**src/rtl/key_dispatch.sv**
```systemverilog
// key_dispatch: PS/2 make-code decoder with repeat filter, move router into per-player FIFOs, system command pulses.
// Latency: key_event -> pN_move 2 cycles (rdy high at the next edge); key_event -> sys_cmd 1 cycle.
// Backpressure: pN_rdy low parks moves in a DEPTH-entry FIFO; a move hitting a full FIFO is dropped and counted.
// Build option: define KEY_DISPATCH_SWAP_EN to build the timed control-swap window; otherwise routing is always direct.

// Small synchronous FIFO with flush; a push into a full FIFO succeeds only alongside a pop.
module key_dispatch_fifo #(
   parameter int DEPTH = 4,
   parameter int W     = 2
) (
   input  logic                   clk,
   input  logic                   rstn,
   input  logic                   flush_i,
   input  logic                   push_i,
   input  logic                   pop_i,
   input  logic [W-1:0]           dat_i,
   output logic [W-1:0]           dat_o,
   output logic [$clog2(DEPTH):0] level_o,
   output logic                   full_o,
   output logic                   empty_o
);
   localparam int PW = $clog2(DEPTH);
   localparam logic [PW-1:0] PTR_ONE  = PW'(1);
   localparam logic [PW:0]   CNT_ONE  = (PW+1)'(1);
   localparam logic [PW:0]   CNT_FULL = (PW+1)'(DEPTH);

   logic [W-1:0]  mem_q [DEPTH];
   logic [PW-1:0] wr_q, wr_d, rd_q, rd_d;
   logic [PW:0]   cnt_q, cnt_d;
   logic          do_push, do_pop;

   assign full_o  = (cnt_q == CNT_FULL);
   assign empty_o = (cnt_q == '0);
   assign do_pop  = pop_i & ~empty_o;
   assign do_push = push_i & (~full_o | do_pop);
   assign dat_o   = mem_q[rd_q];
   assign level_o = cnt_q;

   // Pointer and occupancy next state; a flush overrides any push or pop.
   always_comb begin
      wr_d  = wr_q;
      rd_d  = rd_q;
      cnt_d = cnt_q;
      if (flush_i) begin
         wr_d  = '0;
         rd_d  = '0;
         cnt_d = '0;
      end else begin
         if (do_push) wr_d = wr_q + PTR_ONE;
         if (do_pop)  rd_d = rd_q + PTR_ONE;
         case ({do_push, do_pop})
            2'b10:   cnt_d = cnt_q + CNT_ONE;
            2'b01:   cnt_d = cnt_q - CNT_ONE;
            default: cnt_d = cnt_q;
         endcase
      end
   end

   // Pointer and occupancy registers.
   always_ff @(posedge clk or negedge rstn) begin
      if (!rstn) begin
         wr_q  <= '0;
         rd_q  <= '0;
         cnt_q <= '0;
      end else begin
         wr_q  <= wr_d;
         rd_q  <= rd_d;
         cnt_q <= cnt_d;
      end
   end

   // Entry storage; occupancy gates every read, so no reset is needed here.
   always_ff @(posedge clk) begin
      if (do_push && !flush_i) mem_q[wr_q] <= dat_i;
   end
endmodule

module key_dispatch #(
   parameter int DEPTH       = 4,
   parameter int SWAP_CYCLES = 10
) (
   input  logic                   clk,
   input  logic                   rstn,
   input  logic [10:0]            key_event,
   input  logic                   enable,
   input  logic                   swap_req,
   input  logic                   p1_rdy,
   input  logic                   p2_rdy,
   output logic [3:0]             p1_move,
   output logic [3:0]             p2_move,
   output logic [2:0]             sys_cmd,
   output logic                   swapped,
   output logic [$clog2(DEPTH):0] p1_level,
   output logic [$clog2(DEPTH):0] p2_level,
   output logic [7:0]             drop_cnt
);
   // Move encoding stored in the FIFOs.
   localparam logic [1:0] MV_UP = 2'd0, MV_DOWN = 2'd1, MV_LEFT = 2'd2, MV_RIGHT = 2'd3;

   logic        kv, ke0, kbrk;
   logic [7:0]  kcode;
   logic [8:0]  code9;
   logic [8:0]  last_q, last_d;
   logic        accept;
   logic        mv_vld, mv_src;
   logic [1:0]  mv_dir;
   logic [2:0]  sys_q, sys_d;
   logic        swap_act, to_p2;
   logic        push1, push2, pop1, pop2;
   logic        full1, full2, empty1, empty2;
   logic [1:0]  head1, head2;
   logic [3:0]  p1_move_q, p1_move_d, p2_move_q, p2_move_d;
   logic [7:0]  drop_q, drop_d;
   logic        drop;

   // Map a stored move to the one-hot {up,down,left,right} pulse.
   function automatic logic [3:0] dir2oh(input logic [1:0] d);
      return 4'b1000 >> d;
   endfunction

   assign kv    = key_event[10];
   assign ke0   = key_event[9];
   assign kbrk  = key_event[8];
   assign kcode = key_event[7:0];
   assign code9 = {ke0, kcode};

   // Repeat filter and key decode: only a make that differs from the last accepted code acts.
   always_comb begin
      accept = kv & ~kbrk & (code9 != last_q);
      last_d = last_q;
      mv_vld = 1'b0;
      mv_src = 1'b0;
      mv_dir = MV_UP;
      sys_d  = 3'b000;
      if (accept) begin
         last_d = code9;
      end else if (kv && kbrk && (code9 == last_q)) begin
         last_d = 9'd0;
      end
      if (accept) begin
         case (code9)
            9'h01D:  begin mv_vld = 1'b1; mv_src = 1'b0; mv_dir = MV_UP;    end
            9'h01B:  begin mv_vld = 1'b1; mv_src = 1'b0; mv_dir = MV_DOWN;  end
            9'h01C:  begin mv_vld = 1'b1; mv_src = 1'b0; mv_dir = MV_LEFT;  end
            9'h023:  begin mv_vld = 1'b1; mv_src = 1'b0; mv_dir = MV_RIGHT; end
            9'h175:  begin mv_vld = 1'b1; mv_src = 1'b1; mv_dir = MV_UP;    end
            9'h172:  begin mv_vld = 1'b1; mv_src = 1'b1; mv_dir = MV_DOWN;  end
            9'h16B:  begin mv_vld = 1'b1; mv_src = 1'b1; mv_dir = MV_LEFT;  end
            9'h174:  begin mv_vld = 1'b1; mv_src = 1'b1; mv_dir = MV_RIGHT; end
            default: mv_vld = 1'b0;
         endcase
         // System keys are recognised by scan code alone and ignore enable.
         case (kcode)
            8'h29:   sys_d = 3'b100;
            8'h4D:   sys_d = 3'b010;
            8'h2D:   sys_d = 3'b001;
            default: sys_d = 3'b000;
         endcase
      end
   end

`ifdef KEY_DISPATCH_SWAP_EN
   localparam logic [7:0] SWAP_LD = 8'(SWAP_CYCLES);
   logic [7:0] swap_q, swap_d;

   // Swap window: a request (re)loads the full length, otherwise count down to zero.
   always_comb begin
      swap_d = swap_q;
      if (swap_req)             swap_d = SWAP_LD;
      else if (swap_q != 8'd0)  swap_d = swap_q - 8'd1;
   end

   // Swap window counter register.
   always_ff @(posedge clk or negedge rstn) begin
      if (!rstn) swap_q <= 8'd0;
      else       swap_q <= swap_d;
   end

   assign swap_act = (swap_q != 8'd0);
`else
   localparam int unused_swap_cycles = SWAP_CYCLES;
   logic unused_swap_req;
   assign unused_swap_req = swap_req;
   assign swap_act        = 1'b0;
`endif

   // Routing uses the window state registered before this edge, so a same-edge request does not affect it.
   assign to_p2 = mv_src ^ swap_act;
   assign push1 = enable & mv_vld & ~to_p2;
   assign push2 = enable & mv_vld & to_p2;
   assign pop1  = enable & p1_rdy & ~empty1;
   assign pop2  = enable & p2_rdy & ~empty2;
   assign drop  = (push1 & full1 & ~pop1) | (push2 & full2 & ~pop2);

   key_dispatch_fifo #(.DEPTH(DEPTH), .W(2)) u_fifo1 (
      .clk(clk), .rstn(rstn), .flush_i(~enable), .push_i(push1), .pop_i(pop1),
      .dat_i(mv_dir), .dat_o(head1), .level_o(p1_level), .full_o(full1), .empty_o(empty1)
   );

   key_dispatch_fifo #(.DEPTH(DEPTH), .W(2)) u_fifo2 (
      .clk(clk), .rstn(rstn), .flush_i(~enable), .push_i(push2), .pop_i(pop2),
      .dat_i(mv_dir), .dat_o(head2), .level_o(p2_level), .full_o(full2), .empty_o(empty2)
   );

   // Next-state of the issue pulses and the saturating drop counter.
   always_comb begin
      p1_move_d = pop1 ? dir2oh(head1) : 4'd0;
      p2_move_d = pop2 ? dir2oh(head2) : 4'd0;
      drop_d    = drop_q;
      if (drop && (drop_q != 8'hFF)) drop_d = drop_q + 8'd1;
   end

   // Output and filter state registers.
   always_ff @(posedge clk or negedge rstn) begin
      if (!rstn) begin
         last_q    <= 9'd0;
         sys_q     <= 3'b000;
         p1_move_q <= 4'd0;
         p2_move_q <= 4'd0;
         drop_q    <= 8'd0;
      end else begin
         last_q    <= last_d;
         sys_q     <= sys_d;
         p1_move_q <= p1_move_d;
         p2_move_q <= p2_move_d;
         drop_q    <= drop_d;
      end
   end

   assign p1_move  = p1_move_q;
   assign p2_move  = p2_move_q;
   assign sys_cmd  = sys_q;
   assign swapped  = swap_act;
   assign drop_cnt = drop_q;
endmodule
```
**config.mk**
```make
export PLATFORM = sky130hd
export DESIGN_NAME = key_dispatch
export DESIGN_NICKNAME = d
export VERILOG_FILES = /design/src/rtl/key_dispatch.sv
export SDC_FILE = /design/constraint.sdc
export NUM_CORES = 1
export LEC_CHECK = 0
export BUFFER_PORTS_ARGS = -buffer_cell sky130_fd_sc_hd__buf_2
export CORE_MARGIN = 2
export CORE_UTILIZATION = 57
export CTS_BUF_LIST = sky130_fd_sc_hd__clkbuf_8 sky130_fd_sc_hd__clkbuf_16
export CTS_CLUSTER_DIAMETER = 120
export DETAILED_ROUTE_END_ITERATION = 8
export MAX_ROUTING_LAYER = met4
export PLACE_DENSITY_LB_ADDON = 0.1
export SLEW_MARGIN = 40
export SYNTH_ARGS = -nofsm -noshare
export SYNTH_HDL_FRONTEND = slang
export SYNTH_SLANG_ARGS = --single-unit
```
**constraint.sdc**
```tcl
create_clock -name clk -period 3.2 [get_ports clk]
set_clock_uncertainty 0.1 [all_clocks]
set_input_delay 0.48 -clock clk [delete_from_list [all_inputs] [get_ports clk]]
set_output_delay 0.48 -clock clk [all_outputs]
set_load 0.01 [all_outputs]
```
# After elaboration in Yosys (flattened, before gate mapping)
# Memory sizes are Yosys's and may differ from the RTL's.
# Cells that the tools add are included.
# totals
regBits	42
ramBits	16
inputBits	17
output_inout_bits	26
elab_cells	119
mem_count	2
# op_classes
addsub	9
n_eq_ne	26
shifts	2
mux	28
bitwise_logic	28
reduce_logical	13
# mem_list
name	depth	width	rd	rd_clocked_by_memory_dff	write_ports	line_no	source
u_fifo1.mem_q	4	2	1	0	1	27	logic [W-1:0] mem_q [DEPTH];
u_fifo2.mem_q	4	2	1	0	1	27	
# op_table
cell	n
9-bit equality test (second input constant)	4
9-bit by 5-bit equality test with 1-bit output (second input constant)	3
2-bit two-way mux	9
9-bit two-way mux	2
1-bit AND	17
8-bit by 6-bit equality test with 1-bit output (second input constant)	2
3-bit case mux with 2 select lines	2
9-bit by 6-bit equality test with 1-bit output (second input constant)	1
9-bit equality test	1
3-bit two-way mux	3
9-bit inequality test	1
3-bit case mux with 3 select lines	1
2-bit by 1-bit adder with 2-bit output (second input constant)	4
8-bit by 1-bit adder with 8-bit output (second input constant)	1
8-bit by 7-bit equality test with 1-bit output (second input constant)	1
1-bit two-way mux	8
4-bit two-way mux	2
2-bit by 1-bit inequality test with 1-bit output (second input constant)	4
8-bit inequality test (second input constant)	1
1-bit NOT	8
8-bit OR reduction	1
4-bit by 2-bit >> shifter with 4-bit output (first input constant)	2
3-bit by 1-bit adder with 3-bit output (second input constant)	2
3-bit equality test (second input constant)	2
11 further kinds	24

# Logic depth before layout (Yosys ltp)
# Gate-level depths: netlist (run 1).
# depth
depth_word	10
depth_mapped	12
ltp_nobuf	10

# By module
# From an unflattened synthesis (run 1), not the netlist that was laid out.
# unflattened
hier_cells	295
hier_area_um2	3378.2
# by_module_without_submodules
module	instances	cells_per_inst	area_each_um2	seq_area_each_um2
key_dispatch	1	145	1520.2	700.7
key_dispatch_fifo (u_fifo2)	1	75	929.6	415.4
key_dispatch_fifo (u_fifo1)	1	75	928.4	415.4

# Least setup slack after synthesis (run 1)
# OpenSTA, ideal clock, no wires.
# synth_timing
path_type	input to register
from	input port key_event[3]
to	register u_fifo1.cnt_q[2] (netlist: u_fifo1.level_o[2])
setup_ps	129
t_arrival_ps	2845
required_ps	2971
path_slack_ps	125
cell_stages	12
n_path_buf	2
path_cell_list	buf_6 xor2_1 nor4_1 a31oi_1 clkbuf_1 o21ai_0 nand2_1 fa_1 inv_1 o211ai_1 o211a_1 o41a_1
# synth_via
elab_chain_len	10
word_cells_on_any_way	25
classes_between	eq/ne: 12; mux: 6; bitwise: 5; reduce/logical: 2
# synth_rtl
element	line_no	source
start, declared	84	input logic [10:0] key_event,
9-bit equality test (tied with other cells)	141	case (code9)
8-bit OR reduction (no line) or 4-bit OR reduction (tied branches)	-	
1-bit two-way mux	141	
1-bit two-way mux	140	if (accept) begin
1-bit AND or 1-bit NOT (tied branches)	189	assign push1 = enable & mv_vld & ~to_p2;
1-bit AND *	189	
1-bit AND *	35	assign do_push = push_i & (~full_o | do_pop);
2-bit by 1-bit equality test with 1-bit output or 2-bit equality test (tied branches)	51	case ({do_push, do_pop})
3-bit case mux with 2 select lines	51	
3-bit two-way mux	44	if (flush_i) begin
end signal, assigned	68	cnt_q <= cnt_d;
end, declared	29	logic [PW:0] cnt_q, cnt_d;
# Every way passes the cells marked *; elsewhere a longest branch is shown, timed or not.
# A chain may end at the register's enable or synchronous reset.

# Worst setup path after layout (run 1)
# layout_timing
from	register last_q[4]
to	register u_fifo2.cnt_q[2] (netlist: u_fifo2.level_o[2])
# layout_via
elab_chain_len	9
word_cells_on_any_way	12
classes_between	eq/ne: 4; mux: 4; bitwise: 4
# layout_rtl
element	line_no	source
start, declared	103	logic [8:0] last_q, last_d;
start signal, assigned	222	last_q <= last_d;
9-bit inequality test *	129	accept = kv & ~kbrk & (code9 != last_q);
1-bit AND *	129	
1-bit two-way mux	140	
1-bit AND	190	assign push2 = enable & mv_vld & to_p2;
1-bit AND *	190	
1-bit AND *	35	
2-bit by 1-bit equality test with 1-bit output or 2-bit equality test (tied branches)	51	
3-bit case mux with 2 select lines	51	
3-bit two-way mux	44	
end signal, assigned	68	
end, declared	29	
# Marked as above.

==> results of run 1 <==
-- critical path: stages (launching register included) --
cell and delay [ns]:
dfrtp_1 0.38, xor2_1 0.14, nor3_1 0.37, a31oi_2 0.23, and2_1 0.21, nand2b_1 0.16
fa_1 0.39, inv_1 0.10, a2111oi_0 0.06, o21a_1 0.22, o31a_1 0.29
-- how the worst max path moves through the flow --
stage / from / slack, ns / end
2_1_floorplan: key_event[3] / 0.13 / u_fifo1.level_o[2]
3_3_place_gp: key_event[3] / 0.20 / u_fifo2.level_o[2]
3_5_place_dp: key_event[4] / 0.15 / u_fifo1.level_o[2]
4_1_cts: last_q[3] / 0.43 / u_fifo1.level_o[2]
5_1_grt: last_q[3] / 0.22 / u_fifo1.level_o[2]
6_report: last_q[4] / 0.45 / u_fifo2.level_o[2]
-- power groups by stage --
stage | sequential (mW) | combinational (mW) | clock [mW]
finish | 0.783 | 0.104 | 0.793
detailed placement | 0.797 | 0.104 | 0
global route | 0.784 | 0.117 | 0.848
floorplan | 0.796 | 0.0612 | 0
CTS | 0.783 | 0.104 | 0.807
global placement | 0.797 | 0.102 | 0
-- synthesized netlist by cell type, types with 4 or more instances --
library cell   n  area share [%]
ha_1           9             3.6
nand2_1       25             3.0
edfxtp_1      16              16
a211oi_1       4            0.97
a22o_1         9             2.6
and2_1         9             1.8
nor2_1        17             2.1
dfrtp_1       42              34
mux4_2         4             2.9
o21ai_0        5            0.81
mux2i_1        4             1.3
nand3_1       12             1.9
xor2_1        17             4.8
and3_1         7             1.4
clkbuf_1       4            0.49
nand2b_1       8             1.6
nor3_1         7             1.1
inv_1         13             1.6
-- flip-flops by register name (all words and copies together) (netlist names), 3 cells and up --
name             flops
last_q               9
p2_move              4
u_fifo1.mem_q        8
sys_cmd              3
drop_cnt             8
p1_move              4
u_fifo2.mem_q        8
u_fifo2.level_o      3
u_fifo1.level_o      3
-- layout make-up --
type,count,area (µm²)
sequential,58,1530
tap,70,87.6
fill,385,1530
clock inverter,7,110
multi-input combinational,192,1470
clock buffer,9,124
inverter,13,48.8
timing repair buffer,50,278
-- layer usage --
metal | track usage [%] | vias up | part of all wire [%]
met5 | - | - | 0
met4 | 9.64 | 0 | 1.8
met3 | 4.42 | 9 | 3.6
met2 | 34.7 | 44 | 48
met1 | 28.2 | 1062 | 47
li1 | - | 1089 | -
-- per-stage QoR --
step,std cells,hold WS (ns)
after CTS,399,0.0478
final,399,0.0354
after detailed placement,383,0.396
after global routing,399,0.0788
after floorplan,272,0.0844
after global placement,383,0.373
-- cells by family (layout without fill, tap and decap cells) --
group                      Yosys count  after routing  share of synthesized area, %
buffers and inverters               22             79                          3.20
and+or+nand+nor                    105            105                          18.1
AOI/OAI and AO/OA                   44             44                          13.1
DFF                                 58             58                          49.6
muxes                               11             11                          5.30
xor gates and xnor gates            20             20                          5.67
adders and majority gates           11             11                          4.94
other                                1              1                         0.121
==> results by group, run 1 <==
Pwr
  • Net Sw Power: 0.354 mW
  • Internal: roughly 1.3 mW
  • Worst VDD drop: ~0.00030 V
  • Clock network fraction of total power: 47.2%
  • Power, Total: between 1.5 and 2 mW
  • Lkg Pwr: 1.72 nW
  • Switching share of power: 21.1%
  • Share of total power in sequential cells: 46.6%
  • PD cells: 461 mW/mm²
  • Logic pwr share: 6.2%

Clock tree
  • Post-CTS resize count: 0
  • Clk_lat worst skew: 0.33 ns
  • Htree depth: 3
  • Clock Sinks: 58
  • Setup bufs post-CTS: 0
  • CTS tree: built
  • CTS Buf Count: 9
  • CTS Root Buffer Type: clkbuf_8
  • Post-CTS Hold Fix Bufs: 0
  • Worst-path clk slew: 0.06 ns
  • Maximum root-to-sink buffer count: 2

Logic synthesis
  • Yosys warnings: 0
  • Sequential area share after synthesis: 49.6%
  • Post-synth ARST share: about 72%
  • Syn nets: 300
  • Synth Register Bits: 58
  • Syn_area_per_cell: 11.4 µm²
  • Yosys cell types: 59
  • Syn Inst Count: 272
  • Number of synthesized flops with an enable pin: 16
  • Post-Syn Area: 0.00309 mm²
  • Top FF cell, synth: dfrtp_1

Place
  • Area after DPL: 0.00341 mm²
  • PortBufs: 40
  • Setup Slack @ Placement: ~0.15 ns
  • Dpl hpwl: 4.22 mm
  • Routability cong.: roughly 0.80

Die
  • Initial Utilization: 59.7%
  • Core ar.: 0.00517 mm²
  • Die area: 0.00603 mm²
  • Die X: 77.6 µm
  • I/O pin count: 43
  • Die height: 77.6 µm
  • Row cnt: 26

Detailed routing
  • Detail Route Antenna Nets: 0
  • Via count: approximately 2200
  • Via-per-instance ratio: about 5.5
  • Routed length per placed instance: 14.8 µm
  • Starting DRC count in detailed routing: 128
  • Remaining DRCs: 0
  • Total wire length: 5.89 mm
  • 1st-pass router iterations: 6

Critical path
  • Crit path required time: between 3 and 4 ns
  • Data arrival time of the worst path: 2.86 ns
  • R2r startpoint: last_q[4]
  • R2R Setup Slk: 0.45 ns
  • Crit-path max FO: 5
  • Crit. End Element: flip-flop
  • Reg2reg end: u_fifo2.level_o[2]
  • Crit path kind: flip-flop to flip-flop
  • Reg2Reg Depth: 10
  • Critical Path Source Type: flip-flop

GRT
  • Initial antenna violation count: 0
  • Number of global-route vias before repair: roughly 2200
  • GRT overflow: 0
  • Largest net degree at the start of global routing: 43
  • Tot GR Track Use: 22.2%
  • First-pass GRT wire length: 10.1 mm

STA
  • RSZ-0062 raised after global routing: no
  • Tmin final: 2.75 ns
  • Fin crit share: 85.9%
  • Final worst slack: 0.451 ns
  • TNS Setup: 0 ns
  • Slew @ Worst Pin: between 0.6 and 0.7 ns
  • Slew margin rel.: 56.0%
  • Pins Over Slew Limit: 0
  • Final hold vios: 0
  • # setup viols final: 0
  • Fmax: 0.364 GHz

Cells and area
  • # diodes: 0
  • Most frequent cells in the layout: dfrtp_1 (42), buf_2 (39), nand2_1 (25)
  • Design area: 0.00365 mm²
  • Total Nets Final: between 300 and 400
  • Area grow syn2layout: 18.0%
  • Commonest non-fill, non-tap cell in the layout: dfrtp_1
  • Fin util: 70.5%
  • Layout cells sized above 1: 23.7%

Worst hold path
  • Min-delay worst type: input port to asynchronous set/reset pin

Status
  • Status: finished clean

Run
  • Max-cap viol count: 0
(Power assumes the default switching activity.)
==> run 2: changes to the inputs <==
--- a/config.mk
+++ b/config.mk
@@ -7,13 +7,15 @@
 export LEC_CHECK = 0
 export BUFFER_PORTS_ARGS = -buffer_cell sky130_fd_sc_hd__buf_2
 export CORE_MARGIN = 2
-export CORE_UTILIZATION = 57
+export CORE_UTILIZATION = 58
 export CTS_BUF_LIST = sky130_fd_sc_hd__clkbuf_8 sky130_fd_sc_hd__clkbuf_16
 export CTS_CLUSTER_DIAMETER = 120
 export DETAILED_ROUTE_END_ITERATION = 8
+export GPL_TIMING_DRIVEN = 0
 export MAX_ROUTING_LAYER = met4
 export PLACE_DENSITY_LB_ADDON = 0.1
 export SLEW_MARGIN = 40
 export SYNTH_ARGS = -nofsm -noshare
 export SYNTH_HDL_FRONTEND = slang
+export SYNTH_HIERARCHICAL = 1
 export SYNTH_SLANG_ARGS = --single-unit
==> results by group, run 2 <==
Status
  • Status: finished clean

GRT
  • GRT overflow: 0 (unchanged)
  • GR Util met3: 5.62% (+1.2 points)
  • Initial antenna violation count: 0 (unchanged)
  • First-pass GRT wire length: 11.3 mm (+12%)
  • Tot GR Track Use: 23.7% (+1.6 points)
  • GRT Max-Usage Layer: met2
  • Largest net degree at the start of global routing: 43 (unchanged)
  • GR Util met2: 37.8% (+3.1 points)
  • Number of global-route vias before repair: 2389 (+10%)
  • GRT met1 Usage: 29.3% (+1.1 points)

STA
  • Slew margin rel.: 57.7% (+1.7 points)
  • # setup viols final: 0 (unchanged)
  • Tmin final: 3.04 ns (+0.292 ns)
  • RSZ-0062 raised after global routing: no
  • Fin crit share: 95.0% (+9.1 points)
  • Final worst slack: 0.160 ns (-0.292 ns)
  • Fmax: 0.329 GHz (-9.6%)
  • Final hold vios: 0 (unchanged)
  • Slew @ Worst Pin: 0.633 ns (-0.0259 ns)
  • Pins Over Slew Limit: 0 (unchanged)

Place
  • PortBufs: 38 (-5.0%)
  • Setup Slack @ Placement: -0.296 ns (-0.446 ns)
  • Routability cong.: 0.806 (+1.4%)
  • Placed cells: 405 (+5.7%)
  • Area after DPL: 0.00367 mm² (+7.4%)
  • Dpl hpwl: 4.64 mm (+9.9%)

Pwr
  • Lkg Pwr: 1.67 nW (-2.8%)
  • PD cells: 414 mW/mm² (-10%)
  • Worst VDD drop: 0.000288 V (-3.4%)

Cells and area
  • Design area: 0.00388 mm² (+6.6%)
  • Largest register FFs: 9 (unchanged)
  • Commonest non-fill, non-tap cell in the layout: dfrtp_1
  • Filler instances: 440 (+14%)
  • Area grow syn2layout: 15.0%
  • Post-route insts no fill: 422 (+5.8%)
  • Layout cells sized above 1: 28.3% (+4.6 points)
  • Total Nets Final: 373 (+6.0%)
  • Largest Register: last_q
  • Most frequent cells in the layout: dfrtp_1 (42), buf_2 (40), xor2_1 (22)
  • # diodes: 0 (unchanged)

Logic synthesis
  • Yosys warnings: 6 (+6)
  • Post-synth ARST share: 72.4% (unchanged)
  • Syn nets: 323 (+7.7%)
  • Top-count cell post-synth: dfrtp_1
  • Top FF cell, synth: dfrtp_1
  • Yosys cell types: 62 (+5.1%)
  • Syn_area_per_cell: 11.5 µm² (+0.79%)
  • Sequential area share after synthesis: 45.3% (-4.2 points)
  • Number of synthesized flops with an enable pin: 16 (unchanged)
  • Syn Inst Count: 295 (+8.5%)
  • Dominant cell type by area after synthesis: dfrtp_1
  • Post-synth top cells: dfrtp_1 (42), xor2_1 (22), nor2_1 (17)
  • Synth Register Bits: 58 (unchanged)
  • Ranking of synthesized cells by area: dfrtp_1 (31%), edfxtp_1 (14%), xor2_1 (5.7%), ha_1 (3.3%), buf_6 (2.7%)
  • Post-Syn Area: 0.00338 mm² (+9.3%)
  • Share of the synthesized area in the top cell type: 31.1% (-2.9 points)

Clock tree
  • Clock Sinks: 58 (unchanged)
  • Post-CTS Hold Fix Bufs: 0 (unchanged)
  • CTS Root Buffer Type: clkbuf_8
  • CTS Buf Count: 9 (unchanged)
  • Clk_lat worst skew: 0.34 ns (about the same)
  • Htree depth: 3 (unchanged)
  • Worst-path clk slew: 0.07 ns (about the same)
  • Maximum root-to-sink buffer count: 2 (unchanged)
  • CTS tree: built

Die
  • Core ar.: 0.00557 mm² (+7.8%)
  • Die area: 0.00645 mm² (+7.0%)
  • Initial Utilization: 60.6% (+0.86 points)
  • Die X: 80.3 µm (+3.5%)
  • Die height: 80.3 µm (+3.5%)
  • I/O pin count: 43 (unchanged)
  • Row cnt: 27 (+3.8%)

Critical path
  • Crit path from: last_q[1]
  • Critical Path Source Type: flip-flop
  • Slowest stage cell, crit path: fa_1
  • Critical path buffers and inverters: 1 (unchanged)
  • Crit path kind: flip-flop to flip-flop
  • Largest delay share family, worst path: compound AO/OA/AOI/OAI gates
  • Crit path required time: 3.32 ns (about the same)
  • R2r startpoint: last_q[1]
  • Reg2reg end: u_fifo2/level_o[2]
  • Crit-path max cell delay: 0.45 ns (+0.06 ns)
  • Reg2Reg Depth: 11 (+1)
  • Data arrival time of the worst path: 3.16 ns (+0.30 ns)
  • Crit-path max FO: 10 (+5)
  • Crit path cell chain: xor2_1 -> nor2_1 -> a311oi_4 -> nand2_1 -> a211oi_2 -> buf_6 -> nor2_1 -> fa_1 -> or3b_1 -> a32oi_1 -> a31oi_1
  • Most common cell on crit path: nor2_1
  • Worst Setup EP: u_fifo2/level_o[2]
  • Worst path depth: 11 (+1)
  • R2R Setup Slk: 0.16 ns (-0.29 ns)
  • Crit. End Element: flip-flop

Detailed routing
  • Detail Route Antenna Nets: 0 (unchanged)
  • Total wire length: 6.72 mm (+14%)
  • Remaining DRCs: 0 (unchanged)
  • Routed length per placed instance: 15.9 µm (+7.9%)
  • Via-per-instance ratio: 5.78 (+4.6%)
  • Starting DRC count in detailed routing: 100 (-22%)
  • Via count: 2438 (+11%)
  • 1st-pass router iterations: 4 (-2)

Run
  • Max-cap viol count: 0 (unchanged)

Worst hold path
  • Min-delay worst type: input port to asynchronous set/reset pin
## run 2: changes by cell type after synthesis, moves of 4 or more
cell | before | now
nand2_1 | 25 | 11
buf_6 | 1 | 8
a21oi_1 | 2 | 8
nor3b_1 | 2 | 8
nand2b_1 | 8 | 3
xor2_1 | 17 | 22
a31oi_1 | 1 | 5
## run 2: timing repair
item,CTS,global route
endpoints found under the setup margin,1,2
pin swaps,1,1
buffers inserted,1,0
resized for setup,0,1
## run 2: layer usage
metal / part of all wire [%] / vias up
met1: 45 / 1197
met3: 5.2 / 8
met5: 0 / -
li1: - / 1168
met4: 1.1 / 0
met2: 49 / 65
## run 2: worst min path at each step
stage	to	slack (ns)	cells after the start
floorplan	drop_cnt[0]	0.08	0
finish	drop_cnt[2]	0.03	1
global placement	drop_cnt[6]	0.40	1
global route	drop_cnt[2]	0.06	1
CTS	drop_cnt[2]	0.04	1
detailed placement	drop_cnt[2]	0.41	1
## run 2: power breakdown
| group | switching [mW] | internal [mW] |
|---|---|---|
| Combinational | 0.0614 | 0.0394 |
| Clock | 0.294 | 0.430 |
| Sequential | 0.0108 | 0.773 |
## run 2: metrics by stage
stage / power [mW] / setup TNS (ns) / hold slack (ns) / util [%]
global placement: 0.894 / -0.552 / 0.396 / 65.7
floorplan: 0.856 / 0 / 0.0844 / -
detailed placement: 0.897 / -0.687 / 0.406 / 65.8
CTS: 1.62 / 0 / 0.0419 / 69.6
global route: 1.67 / 0 / 0.0646 / 69.7
finish: 1.61 / 0 / 0.0283 / 69.7
## run 2: area by class of cell
cell class	count	area, µm²	area share, %
inverters	15	61.3	1.58
repair buffers	39	200	5.15
multi-input cells	203	1640	42.3
clock inverters	7	83.8	2.16
well taps	72	90.1	2.32
flip-flops and latches	58	1530	39.4
clock buffers	9	124	3.19
plain buffers	19	153	3.93
## run 2: logic make-up after synthesis
group           after synthesis  share of synthesized area, %
simple gates                106                          20.5
flops                        58                          45.3
compound gates               54                          13.4
buf+inv                      34                          6.33
xor+xnor                     24                          6.22
fa+ha+maj                    11                          4.52
mux                           7                          3.59
other cells                   1                         0.111
==> run 3: changes to the inputs <==
--- a/config.mk
+++ b/config.mk
@@ -11,9 +11,8 @@
 export CTS_BUF_LIST = sky130_fd_sc_hd__clkbuf_8 sky130_fd_sc_hd__clkbuf_16
 export CTS_CLUSTER_DIAMETER = 120
 export DETAILED_ROUTE_END_ITERATION = 8
-export GPL_TIMING_DRIVEN = 0
 export MAX_ROUTING_LAYER = met4
-export PLACE_DENSITY_LB_ADDON = 0.1
+export PLACE_DENSITY = 0.81
 export SLEW_MARGIN = 40
 export SYNTH_ARGS = -nofsm -noshare
 export SYNTH_HDL_FRONTEND = slang
==> results by group, run 3 (synthesis gave the netlist of run 2 again) <==
GRT
  • Number of global-route vias before repair: 2358 (-1.3%)
  • Initial antenna violation count: 0 (unchanged)
  • First-pass GRT wire length: 10.9 mm (-3.5%)
  • Tot GR Track Use: 23.1% (-0.67 points)
  • Largest net degree at the start of global routing: 43 (unchanged)
  • GRT overflow: 0 (unchanged)

Clock tree
  • Post-CTS resize count: 0 (unchanged)
  • Maximum root-to-sink buffer count: 2 (unchanged)
  • Setup bufs post-CTS: 0 (-1)
  • CTS tree: built
  • Htree depth: 3 (unchanged)
  • Clk_lat worst skew: 0.33 ns (about the same)
  • Worst-path clk slew: 0.07 ns (about the same)
  • Post-CTS Hold Fix Bufs: 0 (unchanged)
  • CTS Buf Count: 9 (unchanged)
  • CTS Root Buffer Type: clkbuf_8
  • Clock Sinks: 58 (unchanged)

Die
  • Row cnt: 27 (unchanged)
  • Die X: 80.3 µm (unchanged)
  • Initial Utilization: 60.6% (unchanged)
  • I/O pin count: 43 (unchanged)
  • Core ar.: 0.00557 mm² (unchanged)
  • Die height: 80.3 µm (unchanged)
  • Die area: 0.00645 mm² (unchanged)

Detailed routing
  • Via count: 2436 (-0.082%)
  • Detail Route Antenna Nets: 0 (unchanged)
  • Starting DRC count in detailed routing: 166 (+66%)
  • Via-per-instance ratio: 5.75 (-0.55%)
  • Remaining DRCs: 0 (unchanged)
  • Total wire length: 6.80 mm (+1.1%)
  • 1st-pass router iterations: 4 (unchanged)
  • Routed length per placed instance: 16.0 µm (+0.64%)

Place
  • PortBufs: 40 (+5.3%)
  • Routability cong.: 0.789 (-2.2%)
  • Dpl hpwl: 4.70 mm (+1.2%)

Critical path
  • Crit path cell chain: xor2_1 -> nor4_2 -> a311oi_4 -> nand2_1 -> a211oi_2 -> nor2_1 -> fa_1 -> or3b_1 -> a32oi_1 -> a31oi_1
  • Crit-path max FO: 2 (-8)
  • Crit-path max cell delay: 0.39 ns (-0.06 ns)
  • Critical path buffers and inverters: 0 (-1)
  • Largest delay share family, worst path: compound AO/OA/AOI/OAI gates
  • Slowest stage cell, crit path: fa_1
  • Crit path kind: flip-flop to flip-flop
  • Crit. End Element: flip-flop
  • Crit path required time: 3.31 ns (about the same)
  • Data arrival time of the worst path: 2.86 ns (-0.30 ns)
  • Critical Path Source Type: flip-flop

STA
  • Pins Over Slew Limit: 0 (unchanged)
  • RSZ-0062 raised after global routing: no
  • TNS Setup: 0 ns (unchanged)
  • Tmin final: 2.76 ns (-0.284 ns)
  • # setup viols final: 0 (unchanged)
  • Fmax: 0.363 GHz (+10%)
  • Final hold slack: 0.0390 ns (+0.0107 ns)
  • Slew @ Worst Pin: 0.571 ns (-0.0622 ns)
  • Slew margin rel.: 61.9% (+4.2 points)
  • Fin crit share: 86.1% (-8.9 points)
  • Final hold vios: 0 (unchanged)

Cells and area
  • Most frequent cells in the layout: dfrtp_1 (42), buf_2 (39), xor2_1 (22)
  • Total Nets Final: 375 (+0.54%)
  • Largest Register: last_q
  • Layout cells sized above 1: 28.7% (+0.41 points)
  • Commonest non-fill, non-tap cell in the layout: dfrtp_1
  • Largest register FFs: 9 (unchanged)
  • Area grow syn2layout: 14.1%
  • # diodes: 0 (unchanged)

Run
  • Max-cap viol count: 0 (unchanged)

Pwr
  • Lkg Pwr: 1.68 nW (+0.55%)
  • Internal: 1.15 mW (-7.3%)
  • Clock network fraction of total power: 41.0% (-4.0 points)
  • Net Sw Power: 0.353 mW (-3.7%)
  • Share of total power in sequential cells: 52.1% (+3.4 points)
  • Power, Total: 1.50 mW (-6.5%)
  • Logic pwr share: 6.9% (+0.6 points)
  • Switching share of power: 23.5% (+0.68 points)
  • PD cells: 390 mW/mm² (-5.8%)
  • Worst VDD drop: 0.000224 V (-22%)

Worst hold path
  • Min-delay worst type: input port to asynchronous set/reset pin

Status
  • Status: finished clean
-- run 3: stage by stage --
step	std cells	area [µm²]	setup slack, ns	utilization [%]
finish	424	3860	0.443	69.2
global route	424	3860	0.278	69.2
CTS	424	3860	0.450	69.2
detailed placement	408	3670	0.203	65.9
global placement	408	3670	0.222	65.9
floorplan	295	3380	0.0341	-
-- run 3: worst register-to-register path: stages (launching register included) --
cell,delay [ns]
dfrtp_1,0.38
xor2_1,0.17
nor4_2,0.10
a311oi_4,0.33
nand2_1,0.14
a211oi_2,0.24
nor2_1,0.09
fa_1,0.39
or3b_1,0.39
a32oi_1,0.20
a31oi_1,0.10
-- run 3: path summary, 6_finish.rpt --
path,from,end,slack [ns],cells past startpoint
min in group clk,key_event[1],sys_cmd[0],0.31,2
hold / removal,rstn,drop_cnt[4],0.04,1
setup reg to reg,last_q[0],u_fifo2/level_o[2],0.44,10
setup / recovery,last_q[0],u_fifo2/level_o[2],0.44,10
max in group asynchronous,rstn,last_q[6],2.59,1
hold reg to reg,drop_cnt[4],drop_cnt[4],0.41,1
-- run 3: final cells by class --
class	instances	area [µm²]
multi-input cells	203	1640
well taps	72	90.1
flip-flops and latches	58	1530
inverters	15	61.3
clock inverters	4	17.5
repair buffers	60	353
fillers	418	1720
clock buffers	12	165
-- run 3: metal layers --
layer	vias up	global-route usage, %	routed length (µm)
met4	0	10.5	85
li1	1172	-	-
met5	-	-	0
met3	10	4.72	311
met2	63	36.5	3350
met1	1191	28.7	3060
-- run 3: power by group through the flow --
stage	logic, mW	registers, mW	clock network (mW)
finish	0.104	0.783	0.617
global route	0.114	0.784	0.667
CTS	0.104	0.783	0.628
detailed placement	0.103	0.797	0
global placement	0.100	0.797	0
floorplan	0.0603	0.795	0
